**config.mk**
```make
export PLATFORM = sky130hd
export DESIGN_NAME = vga_char_writer_flat
export DESIGN_NICKNAME = d
export VERILOG_FILES = /design/src/rtl/vga_char_pkg.sv /design/src/rtl/vga_char_writer_if.sv /design/src/rtl/vga_char_writer_sync_fifo.sv /design/src/rtl/vga_char_writer.sv /design/src/flat_wrapper.sv
export SDC_FILE = /design/constraint.sdc
export NUM_CORES = 1
export LEC_CHECK = 0
export ABC_CLOCK_PERIOD_IN_PS = 4800
export BUFFER_PORTS_ARGS = -buffer_cell sky130_fd_sc_hd__buf_2
export CAP_MARGIN = 20
export CORE_MARGIN = 2
export CORE_UTILIZATION = 40
export DETAILED_ROUTE_END_ITERATION = 8
export PLACE_DENSITY_LB_ADDON = 0.15
export SLEW_MARGIN = 5
export SYNTH_ARGS = -nofsm -noshare
export SYNTH_HDL_FRONTEND = slang
export SYNTH_SLANG_ARGS = --single-unit
export TNS_END_PERCENT = 30
```
**constraint.sdc**
```tcl
create_clock -name wire_clock -period 4.8 [get_ports wire_clock]
set_input_delay 0.96 -clock wire_clock [delete_from_list [all_inputs] [get_ports wire_clock]]
set_output_delay 0.96 -clock wire_clock [all_outputs]
set_load 0.02 [all_outputs]
```
**src/rtl/vga_char_pkg.sv**
```systemverilog
// Shared constants and types for the character video writer.
// Geometry, request bundle and writer FSM states.
package vga_char_pkg;

  localparam int COLS       = 40;
  localparam int ROWS       = 30;
  localparam int CELLS      = COLS * ROWS;
  localparam int ADDR_W     = 11;
  localparam int FIFO_DEPTH = 4;

  localparam logic [15:0] CLEAR_CHAR = 16'h0000;

  typedef struct packed {
    logic [15:0] pos;
    logic [15:0] chr;
  } vga_req_t;

  typedef enum logic {
    IDLE,
    CLEAR
  } wr_state_t;

endpackage

```
**src/rtl/vga_char_writer_if.sv**
```systemverilog
// Video RAM write port between the writer and the VGA side.
// The VGA side grants a write slot with vram_ready.
interface vga_char_writer_if;
  import vga_char_pkg::*;

  logic              vram_we;
  logic [ADDR_W-1:0] vram_addr;
  logic [15:0]       vram_data;
  logic              vram_ready;

  modport master (
    output vram_we,
    output vram_addr,
    output vram_data,
    input  vram_ready
  );

  modport slave (
    input  vram_we,
    input  vram_addr,
    input  vram_data,
    output vram_ready
  );

endinterface

```
**src/rtl/vga_char_writer_sync_fifo.sv**
```systemverilog
// Small synchronous FIFO for queued write requests.
// A push into a full FIFO succeeds only alongside a pop.
module sync_fifo #(
  parameter int WIDTH = 32,
  parameter int DEPTH = 4
) (
  input  logic             clk,
  input  logic             rst_n,
  input  logic             push,
  input  logic             pop,
  input  logic [WIDTH-1:0] din,
  output logic [WIDTH-1:0] dout,
  output logic             full,
  output logic             empty
);

  localparam int AW = $clog2(DEPTH);
  localparam logic [AW:0] FULL_CNT = (AW+1)'(DEPTH);

  logic [WIDTH-1:0] mem [DEPTH];
  logic [AW-1:0]    wr_ptr;
  logic [AW-1:0]    rd_ptr;
  logic [AW:0]      count;
  logic             do_push;
  logic             do_pop;

  assign full    = (count == FULL_CNT);
  assign empty   = (count == '0);
  assign do_pop  = pop & ~empty;
  assign do_push = push & (~full | do_pop);
  assign dout    = mem[rd_ptr];

  // storage: data only, pointers qualify validity
  always_ff @(posedge clk) begin
    if (do_push) mem[wr_ptr] <= din;
  end

  // pointers and occupancy
  always_ff @(posedge clk or negedge rst_n) begin
    if (!rst_n) begin
      wr_ptr <= '0;
      rd_ptr <= '0;
      count  <= '0;
    end else begin
      if (do_push) wr_ptr <= wr_ptr + AW'(1);
      if (do_pop)  rd_ptr <= rd_ptr + AW'(1);
      if (do_push & ~do_pop)
        count <= count + (AW+1)'(1);
      else if (do_pop & ~do_push)
        count <= count - (AW+1)'(1);
    end
  end

endmodule

```
**src/rtl/vga_char_writer.sv**
```systemverilog
// Queues core character writes and drains them into video RAM.
// Also runs a full-screen clear without stalling the core.
module vga_char_writer
  import vga_char_pkg::*;
(
  input  logic               wire_clock,
  input  logic               wire_reset,
  input  logic               videoflag,
  input  logic [15:0]        bus_vga_pos,
  input  logic [15:0]        bus_vga_char,
  input  logic               clr_req,
  vga_char_writer_if.master  vram,
  output logic               busy,
  output logic               overflow,
  output logic               range_err,
  output logic [7:0]         drop_cnt
);

  localparam int OCC_W = $clog2(FIFO_DEPTH) + 1;
  localparam logic [ADDR_W-1:0] LAST = ADDR_W'(CELLS - 1);
  localparam logic [15:0] CELLS_W = 16'(CELLS);

  wr_state_t         state;
  wr_state_t         state_n;
  logic              flag_q;
  logic              clr_q;
  logic              req_edge;
  logic              clr_edge;
  logic [ADDR_W-1:0] clr_cnt;
  logic [OCC_W-1:0]  occ;
  logic [OCC_W-1:0]  occ_n;
  logic              fifo_full;
  logic              fifo_empty;
  logic              pop;
  logic              drop;
  logic              push_ok;
  logic              in_range;
  logic              bad;
  logic [8:0]        drop_sum;
  vga_req_t          req;
  vga_req_t          head;

  assign req_edge = videoflag & ~flag_q;
  assign clr_edge = clr_req & ~clr_q;
  assign req      = '{pos: bus_vga_pos, chr: bus_vga_char};
  assign drop     = req_edge & fifo_full & ~pop;
  assign push_ok  = req_edge & ~drop;
  assign in_range = head.pos < CELLS_W;
  assign bad      = pop & ~in_range;
  assign drop_sum = {1'b0, drop_cnt} + 9'(drop) + 9'(bad);

  sync_fifo #(
    .WIDTH (32),
    .DEPTH (FIFO_DEPTH)
  ) u_fifo (
    .clk   (wire_clock),
    .rst_n (wire_reset),
    .push  (push_ok),
    .pop   (pop),
    .din   (req),
    .dout  (head),
    .full  (fifo_full),
    .empty (fifo_empty)
  );

  // next state and pop decision; a clear request beats a pop
  always_comb begin
    state_n = state;
    pop     = 1'b0;
    unique case (state)
      IDLE: begin
        if (clr_edge)
          state_n = CLEAR;
        else if (!fifo_empty && vram.vram_ready)
          pop = 1'b1;
      end
      CLEAR: begin
        if (vram.vram_ready && clr_cnt == LAST)
          state_n = IDLE;
      end
    endcase
  end

  // queue occupancy after this cycle, feeds the registered busy
  always_comb begin
    occ_n = occ;
    if (push_ok & ~pop)
      occ_n = occ + OCC_W'(1);
    else if (pop & ~push_ok)
      occ_n = occ - OCC_W'(1);
  end

  // state, edge detectors, clear counter and status
  always_ff @(posedge wire_clock or negedge wire_reset) begin
    if (!wire_reset) begin
      state     <= IDLE;
      flag_q    <= 1'b0;
      clr_q     <= 1'b0;
      clr_cnt   <= '0;
      occ       <= '0;
      busy      <= 1'b0;
      overflow  <= 1'b0;
      range_err <= 1'b0;
      drop_cnt  <= '0;
    end else begin
      state  <= state_n;
      flag_q <= videoflag;
      clr_q  <= clr_req;
      occ    <= occ_n;
      busy   <= (state_n == CLEAR) | (occ_n != '0);
      if (state == IDLE)
        clr_cnt <= '0;
      else if (vram.vram_ready)
        clr_cnt <= (clr_cnt == LAST) ? '0 : clr_cnt + ADDR_W'(1);
      if (drop) overflow  <= 1'b1;
      if (bad)  range_err <= 1'b1;
      drop_cnt <= drop_sum[8] ? 8'hff : drop_sum[7:0];
    end
  end

  // video RAM write port; address and data hold when idle
  always_ff @(posedge wire_clock or negedge wire_reset) begin
    if (!wire_reset) begin
      vram.vram_we   <= 1'b0;
      vram.vram_addr <= '0;
      vram.vram_data <= '0;
    end else begin
      vram.vram_we <= 1'b0;
      if (state == CLEAR && vram.vram_ready) begin
        vram.vram_we   <= 1'b1;
        vram.vram_addr <= clr_cnt;
        vram.vram_data <= CLEAR_CHAR;
      end else if (pop && in_range) begin
        vram.vram_we   <= 1'b1;
        vram.vram_addr <= head.pos[ADDR_W-1:0];
        vram.vram_data <= head.chr;
      end
    end
  end

endmodule

```
**src/flat_wrapper.sv**
```systemverilog
// flat-port wrapper written by rule: the top's interface ports become plain ports
module vga_char_writer_flat import vga_char_pkg::*;
  (wire_clock, wire_reset, videoflag, bus_vga_pos, bus_vga_char, clr_req, busy, overflow, range_err, drop_cnt, vram_vram_we, vram_vram_addr, vram_vram_data, vram_vram_ready);
  vga_char_writer_if vram_i ();
  input  logic wire_clock;
  input  logic wire_reset;
  input  logic videoflag;
  input  logic [15:0] bus_vga_pos;
  input  logic [15:0] bus_vga_char;
  input  logic clr_req;
  output logic busy;
  output logic overflow;
  output logic range_err;
  output logic [7:0] drop_cnt;
  output wire logic [$bits(vram_i.vram_we)-1:0] vram_vram_we;
  output wire logic [$bits(vram_i.vram_addr)-1:0] vram_vram_addr;
  output wire logic [$bits(vram_i.vram_data)-1:0] vram_vram_data;
  input wire logic [$bits(vram_i.vram_ready)-1:0] vram_vram_ready;
  assign vram_vram_we = vram_i.vram_we;
  assign vram_vram_addr = vram_i.vram_addr;
  assign vram_vram_data = vram_i.vram_data;
  assign vram_i.vram_ready = vram_vram_ready;
  vga_char_writer u_core (.wire_clock(wire_clock), .wire_reset(wire_reset), .videoflag(videoflag), .bus_vga_pos(bus_vga_pos), .bus_vga_char(bus_vga_char), .clr_req(clr_req), .vram(vram_i), .busy(busy), .overflow(overflow), .range_err(range_err), .drop_cnt(drop_cnt));
endmodule
```
Yosys cells after proc, flatten, opt, wreduce, memory -nomap -nowiden
Memories as Yosys holds them, arrays and structs flattened.
Index checks and enable logic that the tools add are counted.
{"block": "totals", "output_inout_bits": 39, "memories": 1, "register_bits": 63, "mem_bits_rw": 128}
{"block": "op_classes", "add_sub_neg": 9, "bitwise_logic": 25, "n_mux": 22, "n_reduce_logical": 9, "eq_ne": 3, "order_cmp": 1}
{"memory": "u_core.u_fifo.mem", "depth": 4, "word_bits": 32, "rd": 1, "rd_clocked_by_memory_dff": 0, "wr": 1, "line": "vga_char_writer_sync_fifo.sv:20", "rtl": "logic [WIDTH-1:0] mem [DEPTH];"}
{"cell": "11-bit 2-to-1 mux", "n": 5}
{"cell": "16-bit 2-to-1 mux", "n": 2}
{"cell": "16-bit by 11-bit less-than comparator with 1-bit output, second input constant", "n": 1}
{"cell": "1-bit AND", "n": 12}
{"cell": "3-bit 2-to-1 mux", "n": 4}
{"cell": "11-bit by 1-bit adder with 11-bit output, second input constant", "n": 1}
{"cell": "11-bit == test, second input constant", "n": 1}
{"cell": "1-bit NOT", "n": 11}
{"cell": "8-bit by 1-bit adder with 9-bit output", "n": 1}
{"cell": "9-bit by 1-bit adder with 9-bit output", "n": 1}
{"cell": "1-bit 2-to-1 mux", "n": 9}
{"cell": "8-bit 2-to-1 mux", "n": 1}
{"cell": "3-bit by 1-bit adder with 3-bit output, second input constant", "n": 2}
{"cell": "3-bit by 1-bit subtractor with 3-bit output, second input constant", "n": 2}
{"cell": "2-bit by 1-bit adder with 2-bit output, second input constant", "n": 2}
{"cell": "1-bit logical AND", "n": 4}
{"cell": "2-bit nonzero test", "n": 2}
{"cell": "3-bit == test, second input constant", "n": 1}
{"cell": "3-bit zero test", "n": 1}
{"cell": "3-bit nonzero test", "n": 1}
{"cell": "2-bit != test, second input constant", "n": 1}
{"cell": "1-bit bitwise OR", "n": 2}
{"cell": "1-bit one-hot mux with 2 select lines", "n": 1}
{"cell": "1-bit zero test", "n": 1}

Depth between registers and ports, before layout
Gate-level depths: netlist (run 1).
{"block": "logic_depth", "word_depth": 16, "depth_mapped": 12, "mapped_depth_nobuf": 11}

Modules after synthesis
A second synthesis (run 1) with hierarchy kept.
{"block": "unflattened", "cells_unflattened": 457, "hier_area_um2": 7678.6}
{"mod": "sync_fifo", "cells_per_inst": 203, "instances": 1, "seq_area_each_um2": 4018.9, "area_each_um2": 5094.9}
{"mod": "vga_char_writer", "cells_per_inst": 254, "instances": 1, "seq_area_each_um2": 1401.3, "area_each_um2": 2583.7}

Worst setup path before layout (run 1)
OpenSTA, ideal clock, no wires.
{"block": "synth_path", "kind": "input -> register", "start": "input port clr_req", "end": "register u_core.drop_cnt[1]", "setup_time_ns": 0.071, "n_path_buf": 1, "arrival_time_ns": 2.902, "cell_stages": 12, "path_slack_ns": 1.827, "path_cell_list": "nand2b_1 > and4_1 > clkbuf_1 > inv_2 > a21o_2 > fa_1 > inv_1 > ha_1 > nand2_1 > nor2_1 > nand3_1 > nand2b_1"}
{"block": "synth_via", "elab_chain_cells": 8}
{"element": "from (decl)", "line": "flat_wrapper.sv:10", "rtl": "input logic clr_req;"}
{"element": "1-bit AND (*)", "line": "vga_char_writer.sv:44", "rtl": "assign clr_edge = clr_req & ~clr_q;"}
{"element": "1-bit 2-to-1 mux (*)", "line": "vga_char_writer.sv:72", "rtl": "if (clr_edge)"}
{"element": "1-bit 2-to-1 mux (*)", "line": "vga_char_writer.sv:70", "rtl": "unique case (state)"}
{"element": "1-bit NOT", "line": "vga_char_writer.sv:46", "rtl": "assign drop = req_edge & fifo_full & ~pop;"}
{"element": "1-bit AND", "line": "vga_char_writer.sv:46"}
{"element": "8-bit by 1-bit adder with 9-bit output", "line": "vga_char_writer.sv:50", "rtl": "assign drop_sum = {1'b0, drop_cnt} + 9'(drop) + 9'(bad);"}
{"element": "9-bit by 1-bit adder with 9-bit output (*)", "line": "vga_char_writer.sv:50"}
{"element": "8-bit 2-to-1 mux (*)", "line": "vga_char_writer.sv:117", "rtl": "drop_cnt <= drop_sum[8] ? 8'hff : drop_sum[7:0];"}
{"element": "to (signal assigned)", "line": "vga_char_writer.sv:117"}
{"element": "to (decl)", "line": "vga_char_writer.sv:16", "rtl": "output logic [7:0] drop_cnt"}
Mark *: on every way between the ends. The rest lies on a longest branch, timed or not.
A chain may end at the register's enable or synchronous reset.

Worst setup path after layout (run 1)
{"block": "layout_path", "start": "register u_core.u_fifo.rd_ptr[0]", "end": "register u_core.drop_cnt[1]"}
{"block": "layout_via", "elab_chain_cells": 6}
{"element": "from (decl)", "line": "vga_char_writer_sync_fifo.sv:22", "rtl": "logic [AW-1:0] rd_ptr;"}
{"element": "from (signal assigned)", "line": "vga_char_writer_sync_fifo.sv:46", "rtl": "if (do_pop) rd_ptr <= rd_ptr + AW'(1);"}
{"element": "memory read 4 x 32 bit"}
{"element": "16-bit by 11-bit less-than comparator with 1-bit output", "line": "vga_char_writer.sv:48", "rtl": "assign in_range = head.pos < CELLS_W;"}
{"element": "1-bit NOT", "line": "vga_char_writer.sv:49", "rtl": "assign bad = pop & ~in_range;"}
{"element": "1-bit AND", "line": "vga_char_writer.sv:49"}
{"element": "9-bit by 1-bit adder with 9-bit output", "line": "vga_char_writer.sv:50"}
{"element": "8-bit 2-to-1 mux", "line": "vga_char_writer.sv:117"}
No other way between the ends.

==> metrics.cfg, run 1 <==
[synthesis]
avgSynthCellArea_sq_um=16.5
synth_mux_area_frac=0.112
synth.area.top_cells=edfxtp_1 (49%), dfrtp_1 (20%), mux4_2 (7.5%)
synthDistinctLibCells=54
ys_seq_area_frac=0.692
netlist_area_sq_mm=0.00783
async_flop_share=0.330
synth_simple_gate_area_frac=0.0834
yosys.area_share.adder=0.0208
ys_ff_latch=191
synth_top_family_by_area=multiplexers
synth-edff-count=128
yosys.area_share.xor_xnor=0.0145
synth_nets=523
yosys.area.top_type_share=0.491
synth_area_leader_cell=edfxtp_1
synth-compound-area-share=0.0567
synth_top_flop_cell=edfxtp_1
syn_inst=475
synthTopCellsByCount=edfxtp_1 (128), dfrtp_1 (63), mux4_2 (26)
yosys_warnings=0
synth_most_common_cell=edfxtp_1

[critical_path]
timing.rr.end=u_core.drop_cnt[1]
critPathBufInv=1
cpLargestDelayFamily=compound AO/OA/AOI/OAI gates
cp.depth=11
worstPathMaxFanout=20
crit_top_cell=nor2_1
reg2reg_slack_ps=1590
cp.required_ps=5160
r2r-start=u_core.u_fifo.rd_ptr[0]
critPathArrivalTime_ps=3570
startpoint=u_core.u_fifo.rd_ptr[0]
cp-end-kind=flip-flop
r2r_cells=11
slowest_delay_ps=750
endpoint=u_core.drop_cnt[1]
cp_slowest_cell=dfrtp_2
crit_type=reg -> reg
crit_chain=nor2_1 > a221oi_1 > a211oi_2 > a21o_2 > fa_1 > inv_1 > ha_1 > nand2_1 > nor2_1 > nand3_1 > nand2b_1
cp-start-kind=flip-flop

[placement]
gp_congestion=0.807
post-place-ws_ps=1500
dp_hpwl_mm=9.78
port_buffers=75

[sta]
hold_violations=0
relSlewSlack=0.391
fmaxAchievable_ghz=0.311
setup_viol=0
worst_pin_slew_ps=913
setup_slack_ps=1590
fin_tns_setup_ps=0
min_period_over_period=0.669
finalCriticalPeriod_ps=3210
rsz0062_at_grt=false
finClkSkew_ps=9.01
slew_violations=0

[floorplan]
dieWidth_microns=144
die_area_sq_mm=0.0207
core_area_sq_mm=0.0193
start_util=0.405
boundaryPins=76
dieHeight_microns=144
rows=51

[global_routing]
grt_pass1_wl_mm=24.6
grt.busiest_layer=met2
gr-usage-met2=0.261
grt_max_degree=36
overflow=0
antenna_found_initial=3
use_met3=0.0520
gr-usage-met1=0.208
grt_pass1_vias=4434
gr-usage-all-layers=0.161

[power]
p_leak_nw=3.52
powerDensity_mw_per_mm2=432
irDropWorstVdd_mv=0.323

[clock_network]
cts_tree=yes
clock_latency_ps=430
cts_sinks=191
cts_hold_buf=0
h-tree-depth=4
postCtsSetupRepairBufs=0
clockRootBuffer=clkbuf_16
numCtsBuffers=17
clk_path_buf_depth=2
cts.clk_slew.worst_paths_ps=70
cts_resized=0

[detailed_routing]
wirelength_mm=15.2
dr.pass1.iters=4
drtIter0Drc=294
route.detailed.drc=0
routedWlPerCell_microns=18.2
num_vias=4255
vias_per_cell=5.10
antenna_left=0

[min_path]
min_path_type=reg -> reg

[final_layout]
nets=605
areaGrowthSynthToFinish_pct=15.9
drive_above_1_share=0.311
antenna_cells=0

[flow_run]
max_cap_violations=0

[outcome]
status=completed

-- worst min-delay path by stage --
| stage | from | end | depth (start not counted) |
|---|---|---|---|
| finish | u_core.overflow | u_core.overflow | 1 |
| global route | u_core.overflow | u_core.overflow | 1 |
| CTS | u_core.overflow | u_core.overflow | 1 |
| detailed placement | u_core.overflow | u_core.overflow | 1 |
| global placement | u_core.range_err | u_core.range_err | 1 |
| floorplan | u_core.clr_cnt[1] | u_core.clr_cnt[1] | 2 |
-- stage by stage --
step | area, sq um | hold WS, ps | util | cells | total power [mW]
2_1_floorplan | 7830 | 489 | - | 475 | 2.40
3_5_place_dp | 8480 | 476 | 0.438 | 802 | 2.60
3_3_place_gp | 8480 | 478 | 0.438 | 802 | 2.58
6_report | 9070 | 477 | 0.469 | 835 | 3.92
5_1_grt | 9070 | 508 | 0.469 | 835 | 4.12
4_1_cts | 9060 | 491 | 0.469 | 834 | 3.98
-- logic make-up after synthesis --
logic type | count (synthesis)
and+or+nand+nor | 122
AOI/OAI and AO/OA | 57
xor gates and xnor gates | 13
buffers and inverters | 34
adders and majority gates | 12
muxes | 46
DFF | 191
-- power by group --
group          switching (mW)  total, mW  internal (mW)
clock                   0.636       1.37          0.733
sequential              0.105       2.07           1.97
combinational           0.294      0.481          0.186
total                    1.04       3.92           2.89
-- placed cells by master (no fill, tap or decap), types with 3 or more instances in the layout --
| cell type | n |
|---|---|
| nand4_1 | 4 |
| clkbuf_16 | 17 |
| xnor2_1 | 8 |
| mux4_2 | 26 |
| and2_2 | 4 |
| ha_1 | 9 |
| a221oi_1 | 3 |
| nor3_1 | 3 |
| buf_2 | 75 |
| nand3_1 | 8 |
| o221a_2 | 9 |
| clkinv_4 | 4 |
| a21oi_1 | 5 |
| dfrtp_1 | 62 |
| xor2_1 | 5 |
| o41ai_1 | 5 |
| mux2_2 | 9 |
| a311oi_1 | 3 |
| nand2b_1 | 13 |
| inv_1 | 15 |
| a31oi_1 | 4 |
| nand2_1 | 25 |
| and3_1 | 3 |
| clkinv_1 | 3 |
| nor2_1 | 21 |
| inv_8 | 3 |
| nor4_1 | 5 |
| mux2_4 | 9 |
| buf_4 | 4 |
| o21ai_0 | 11 |
| edfxtp_1 | 128 |
| o31ai_1 | 4 |
| nor2b_1 | 4 |
| or2_2 | 5 |
| and2_1 | 17 |
-- layer usage --
metal / part of all wire / vias up
met2: 0.49 / 100
met4: 0.011 / 6
met1: 0.45 / 2133
met3: 0.050 / 21
li1: - / 1995
met5: 0.0025 / -
-- cell type report --
cell class / count / area [sq um]
Fill cell: 1697 / 10300
Sequential cell: 191 / 5420
Multi-Input combinational cell: 250 / 2250
Clock buffer: 17 / 425
Timing Repair Buffer: 80 / 420
Tap cell: 265 / 332
Clock inverter: 15 / 159
Inverter: 17 / 63.8
-- state kept, by name (all words and copies together), names as in the netlist --
register	cells
u_core.flag_q	1
u_core.clr_cnt	11
u_core.u_fifo.wr_ptr	2
u_core.vram.vram_addr	11
u_core.overflow	1
u_core.u_fifo.count	3
u_core.vram.vram_data	16
u_core.busy	1
u_core.vram.vram_we	1
u_core.state	1
u_core.occ	3
u_core.clr_q	1
u_core.u_fifo.rd_ptr	2
u_core.drop_cnt	8
u_core.u_fifo.mem	128
u_core.range_err	1
Note: power is estimated with default switching activity, not from simulation.
==> inputs of run 2 (changes only) <==
--- a/config.mk
+++ b/config.mk
@@ -5,7 +5,7 @@
 export SDC_FILE = /design/constraint.sdc
 export NUM_CORES = 1
 export LEC_CHECK = 0
-export ABC_CLOCK_PERIOD_IN_PS = 4800
+export ABC_CLOCK_PERIOD_IN_PS = 3300
 export BUFFER_PORTS_ARGS = -buffer_cell sky130_fd_sc_hd__buf_2
 export CAP_MARGIN = 20
 export CORE_MARGIN = 2
==> constraint.sdc (replaced) <==
create_clock -name wire_clock -period 3.3 [get_ports wire_clock]
set_input_delay 0.66 -clock wire_clock [delete_from_list [all_inputs] [get_ports wire_clock]]
set_output_delay 0.66 -clock wire_clock [all_outputs]
set_load 0.02 [all_outputs]
==> run 2 against run 1 <==
Sequential cell count stayed put. Hold slack got worse by 230 ps. Clock-buffer cell count unchanged. Die area unchanged. Wire length grew 4.3%. Global-route usage grew 0.52 points. Final cell count is 1.2% higher. Maximum frequency increased by 9.7%. Power up 46%. Clock power increased by 44%. Sequential power is 46% higher. Cell area grew 0.87%. Highest routed layer unchanged.
==> metrics.cfg, run 2 (synthesis gave the netlist of run 1 again) <==
[outcome]
status=completed

[sta]
hold_violations=0
min_period_over_period=0.887
finalCriticalPeriod_ps=2930
finClkSkew_ps=12.1
relSlewSlack=0.441
fmaxAchievable_ghz=0.342
slew_violations=0
setup_viol=0
rsz0062_at_grt=false
worst_pin_slew_ps=836
hold_ws_ps=250
fin_tns_setup_ps=0

[detailed_routing]
dr.max_layer_used=met5
wl_met1_mm=6.96
wl_met3_microns=825
num_vias=4274
dr.pass1.iters=4
antenna_left=0
vias_per_cell=5.06
wl_met2_mm=7.85
routedWlPerCell_microns=18.8
drtIter0Drc=266
route.detailed.drc=0
wirelength_mm=15.9

[critical_path]
reg2reg_slack_ps=370
startpoint=u_core.u_fifo.rd_ptr[1]
cp-start-kind=flip-flop
r2r-start=u_core.u_fifo.rd_ptr[1]
endpoint=u_core.drop_cnt[1]
worstPathMaxFanout=11
critPathArrivalTime_ps=3290
r2r_cells=11
cp-end-kind=flip-flop
timing.rr.end=u_core.drop_cnt[1]
crit_type=reg -> reg
cp.required_ps=3660

[power]
total_power_mw=5.73
p_leak_nw=3.58
irDropWorstVdd_mv=0.365
powerDensity_mw_per_mm2=625

[clock_network]
postCtsSetupRepairBufs=0
clock_latency_ps=430
h-tree-depth=4
clockRootBuffer=clkbuf_16
cts_sinks=191
clk_path_buf_depth=2
cts.clk_slew.worst_paths_ps=70
numCtsBuffers=17
cts_tree=yes
cts_resized=0
cts_hold_buf=0

[floorplan]
dieHeight_microns=144
start_util=0.405
die_area_sq_mm=0.0207
core_area_sq_mm=0.0193
rows=51
boundaryPins=76
dieWidth_microns=144

[final_layout]
drive_above_1_share=0.324
largest_register=u_core.u_fifo.mem
antenna_cells=0
areaGrowthSynthToFinish_pct=16.9
reg.largest.list=u_core.u_fifo.mem (128), u_core.vram.vram_data (16)
fin_cells=845
nets=615
largest_register_ffs=128
layout_common_cells=edfxtp_1 (128), buf_2 (75), dfrtp_1 (62), mux4_2 (26), nand2_1 (25)
final_common_cell=edfxtp_1

[placement]
port_buffers=75
dp_hpwl_mm=10.3
dp.cells=813
gp_congestion=0.812

[global_routing]
grt_pass1_wl_mm=25.1
grt_pass1_vias=4442
overflow=0
grt_max_degree=33
gr-usage-all-layers=0.166
antenna_found_initial=2

[flow_run]
max_cap_violations=0

[min_path]
min_path_type=in -> async

-- run 2: cell type report --
cell class,count,area [sq um]
inverters,17,63.8
fillers,1687,10200
clock buffers,17,425
multi-input cells,250,2250
clock inverters,15,133
well taps,265,332
repair buffers,90,526
flip-flops and latches,191,5420
-- run 2: worst max-delay path, cell delays in order (launching register included) --
cell and delay (ps):
dfrtp_1 560, inv_1 160, a221oi_1 470, a211oi_2 120
a21o_2 270, fa_1 390, inv_1 90, ha_1 200
nand2_1 90, nor2_1 170, nand3_1 210, nand2b_1 130
-- run 2: per-stage QoR --
step | util | cell area (sq um) | setup WS [ps]
floorplan | - | 7830 | 627
global placement | 0.445 | 8600 | 368
detailed placement | 0.445 | 8600 | 325
CTS | 0.473 | 9150 | 345
global route | 0.473 | 9150 | 14.2
finish | 0.473 | 9150 | 374
-- run 2: how the worst min path moves through the flow --
stage / startpoint / to / slack (ps) / depth (start not counted)
detailed placement: u_core.range_err / u_core.range_err / 480 / 1
global route: wire_reset / u_core.vram.vram_addr[10] / 290 / 1
finish: wire_reset / u_core.clr_cnt[7] / 250 / 1
CTS: wire_reset / u_core.clr_cnt[7] / 260 / 1
global placement: u_core.overflow / u_core.overflow / 480 / 1
floorplan: wire_reset / u_core.busy / 360 / 0
-- run 2: power breakdown --
| part | internal, mW | leakage, nW | switching, mW |
|---|---|---|---|
| logic | 0.297 | 1.33 | 0.442 |
| clock network | 1.05 | 0.281 | 0.919 |
| registers | 2.86 | 1.96 | 0.156 |
| total | 4.21 | 3.58 | 1.52 |
-- run 2: routing by layer --
| layer | vias up | track usage |
|---|---|---|
| met4 | 4 | 0.0490 |
| met1 | 2151 | 0.215 |
| li1 | 2017 | - |
| met5 | - | 0 |
| met2 | 85 | 0.273 |
| met3 | 17 | 0.0470 |
==> inputs of run 3 (changes only) <==
--- a/config.mk
+++ b/config.mk
@@ -15,5 +15,6 @@
 export SLEW_MARGIN = 5
 export SYNTH_ARGS = -nofsm -noshare
 export SYNTH_HDL_FRONTEND = slang
+export SYNTH_HIERARCHICAL = 1
 export SYNTH_SLANG_ARGS = --single-unit
 export TNS_END_PERCENT = 30
==> run 3 against run 2 <==
Cell area shrank 1.5%. Maximum frequency shrank 3.9%. Largest cell class unchanged. Die area shrank 1.9%. Worst setup slack lost 120 ps. Utilization grew 0.70 points. Clock-buffer cell count grew 1. Area after synthesis shrank 1.9%. Largest power group unchanged. Global-route usage shrank 0.56 points. Register-to-register slack lost 120 ps. Critical path depth grew 1. Hold slack lost 170 ps. Power grew 15%.
==> metrics.cfg, run 3 <==
[floorplan]
rows=50
dieWidth_microns=143
core_area_sq_mm=0.0188
die_area_sq_mm=0.0203
dieHeight_microns=143
boundaryPins=76
start_util=0.409

[detailed_routing]
wirelength_mm=14.9
drtIter0Drc=231
antenna_left=0
dr.pass1.iters=4
vias_per_cell=5.18
dr.max_layer_used=met5
wl_met3_microns=780
routedWlPerCell_microns=18.6
wl_met1_mm=6.75
num_vias=4161
wl_met2_mm=7.20
route.detailed.drc=0

[clock_network]
clk_path_buf_depth=2
cts_tree=yes
numCtsBuffers=17
cts_sinks=191
h-tree-depth=4
cts.clk_slew.worst_paths_ps=70
clockRootBuffer=clkbuf_16
clock_latency_ps=430
cts_hold_buf=0

[sta]
worst_pin_slew_ps=581
hold_violations=0
hold_ws_ps=83.5
slew_violations=0
fin_tns_setup_ps=0
rsz0062_at_grt=false
relSlewSlack=0.611
finClkSkew_ps=10.4
setup_viol=0
finalCriticalPeriod_ps=3050
min_period_over_period=0.923
fmaxAchievable_ghz=0.328

[synthesis]
syn_inst=457
yosys.area_share.xor_xnor=0.0171
synthDistinctLibCells=45
synth_top_family_by_area=multiplexers
ys_ff_latch=191
synth-edff-count=128
synth_top_flop_cell=edfxtp_1
synth-compound-area-share=0.0521
synth_nets=505
synth_most_common_cell=edfxtp_1
async_flop_share=0.330
synthTopCellsByCount=edfxtp_1 (128), dfrtp_1 (63), mux4_2 (28)
yosys_warnings=6
netlist_area_sq_mm=0.00768
synth_mux_area_frac=0.104
avgSynthCellArea_sq_um=16.8
synth.area.top_cells=edfxtp_1 (50%), dfrtp_1 (21%), mux4_2 (8.2%)
synth_area_leader_cell=edfxtp_1
synth_simple_gate_area_frac=0.0702
yosys.area.top_type_share=0.501
yosys.area_share.adder=0.0199
ys_seq_area_frac=0.706

[global_routing]
gr-usage-all-layers=0.160
grt_pass1_wl_mm=24.0
overflow=0
grt_pass1_vias=4336
grt_max_degree=33
antenna_found_initial=1

[placement]
dp_hpwl_mm=9.80
port_buffers=75
place_area_sq_mm=0.00841
gp_congestion=0.774
dp.cells=766

[critical_path]
slowest_delay_ps=500
cp_slowest_cell=or4_1
cp-start-kind=flip-flop
crit_type=reg -> reg
critPathArrivalTime_ps=3360
crit_chain=buf_4 > mux4_2 > or4_1 > nor2_1 > nand2_1 > nand2_1 > fa_1 > inv_1 > ha_1 > nand2_1 > nand2_1 > mux2_2
cp.required_ps=3610
worstPathMaxFanout=8
crit_top_cell=nand2_1
cp-end-kind=flip-flop

[outcome]
status=completed

[final_layout]
final_common_cell=edfxtp_1
largest_register_ffs=128
final_area_sq_mm=0.00902
drive_above_1_share=0.299
layout_common_cells=edfxtp_1 (128), buf_2 (75), dfrtp_1 (62), mux4_2 (28), inv_1 (26)
reg.largest.list=u_core/u_fifo/mem (128), u_core/vram.vram_data (16)
fin_cells=803
largest_register=u_core/u_fifo/mem
nets=603
areaGrowthSynthToFinish_pct=17.4

[power]
p_leak_nw=3.52
powerDensity_mw_per_mm2=728
irDropWorstVdd_mv=0.314

[flow_run]
max_cap_violations=0

[min_path]
min_path_type=in -> async

run 3: layer usage:
metal / vias to the layer above / GRT usage
met3: 16 / 0.0515
met4: 2 / 0.0459
met5: - / 0
met2: 101 / 0.258
met1: 2107 / 0.210
li1: 1935 / -
run 3: layout make-up:
| type | instances | area, sq um |
|---|---|---|
| clock inverter | 14 | 145 |
| sequential | 191 | 5420 |
| timing repair buffer | 97 | 591 |
| fill | 1640 | 9750 |
| antenna | 1 | 2.50 |
| multi-input combinational | 222 | 2040 |
| tap | 234 | 293 |
| inverter | 26 | 97.6 |
| clock buffer | 18 | 429 |
run 3: path summary, 6_finish.rpt:
| path | startpoint | endpoint | slack [ps] | depth (start not counted) |
|---|---|---|---|---|
| worst max-delay path | u_core/u_fifo/rd_ptr[0] | u_core/drop_cnt[7] | 250 | 12 |
| worst min-delay path | wire_reset | u_core/vram.vram_addr[5] | 80 | 1 |
| worst max register to register | u_core/u_fifo/rd_ptr[0] | u_core/drop_cnt[7] | 250 | 12 |
| worst min register to register | u_core/overflow | u_core/overflow | 460 | 1 |
| max in group asynchronous | wire_reset | u_core/u_fifo/count[1] | 2510 | 2 |
| min in group wire_clock | clr_req | u_core/clr_q | 340 | 1 |
run 3: timing repair:
action / 4_1_cts / 5_1_grt
setup endpoints to repair: 0 / 7
buffers inserted: 0 / 4
resized for setup: 0 / 2
run 3: cells by family (layout without fill, tap and decap cells):
group	Yosys count	after routing
buffers and inverters	44	155
other	0	1
adder cells (fa/ha/maj)	11	11
XOR/XNOR	15	15
AO/OA/AOI/OAI	60	60
multiplexers	38	38
flip-flops	191	191
AND/OR/NAND/NOR	98	98
run 3: worst max-delay path: cells and delay by family (launching register included):
family | cells | cell delay [ps]
adder cells (fa/ha/maj) | 2 | 400
AND/OR/NAND/NOR | 6 | 1140
buffers and inverters | 2 | 190
flip-flops | 1 | 460
multiplexers | 2 | 740
run 3: per-stage QoR:
step,power [mW],utilization,setup WS [ps]
6_report,6.56,0.480,255
3_5_place_dp,4.65,0.448,22.8
5_1_grt,6.93,0.480,19.3
3_3_place_gp,4.62,0.448,100
4_1_cts,6.63,0.478,15.5
2_1_floorplan,4.22,-,386
run 3: where the power goes:
group / switching (mW) / total, mW / internal, mW
clock network: 0.957 / 1.96 / 1.00
registers: 0.204 / 3.11 / 2.90
logic: 0.755 / 1.49 / 0.739
total: 1.92 / 6.56 / 4.65
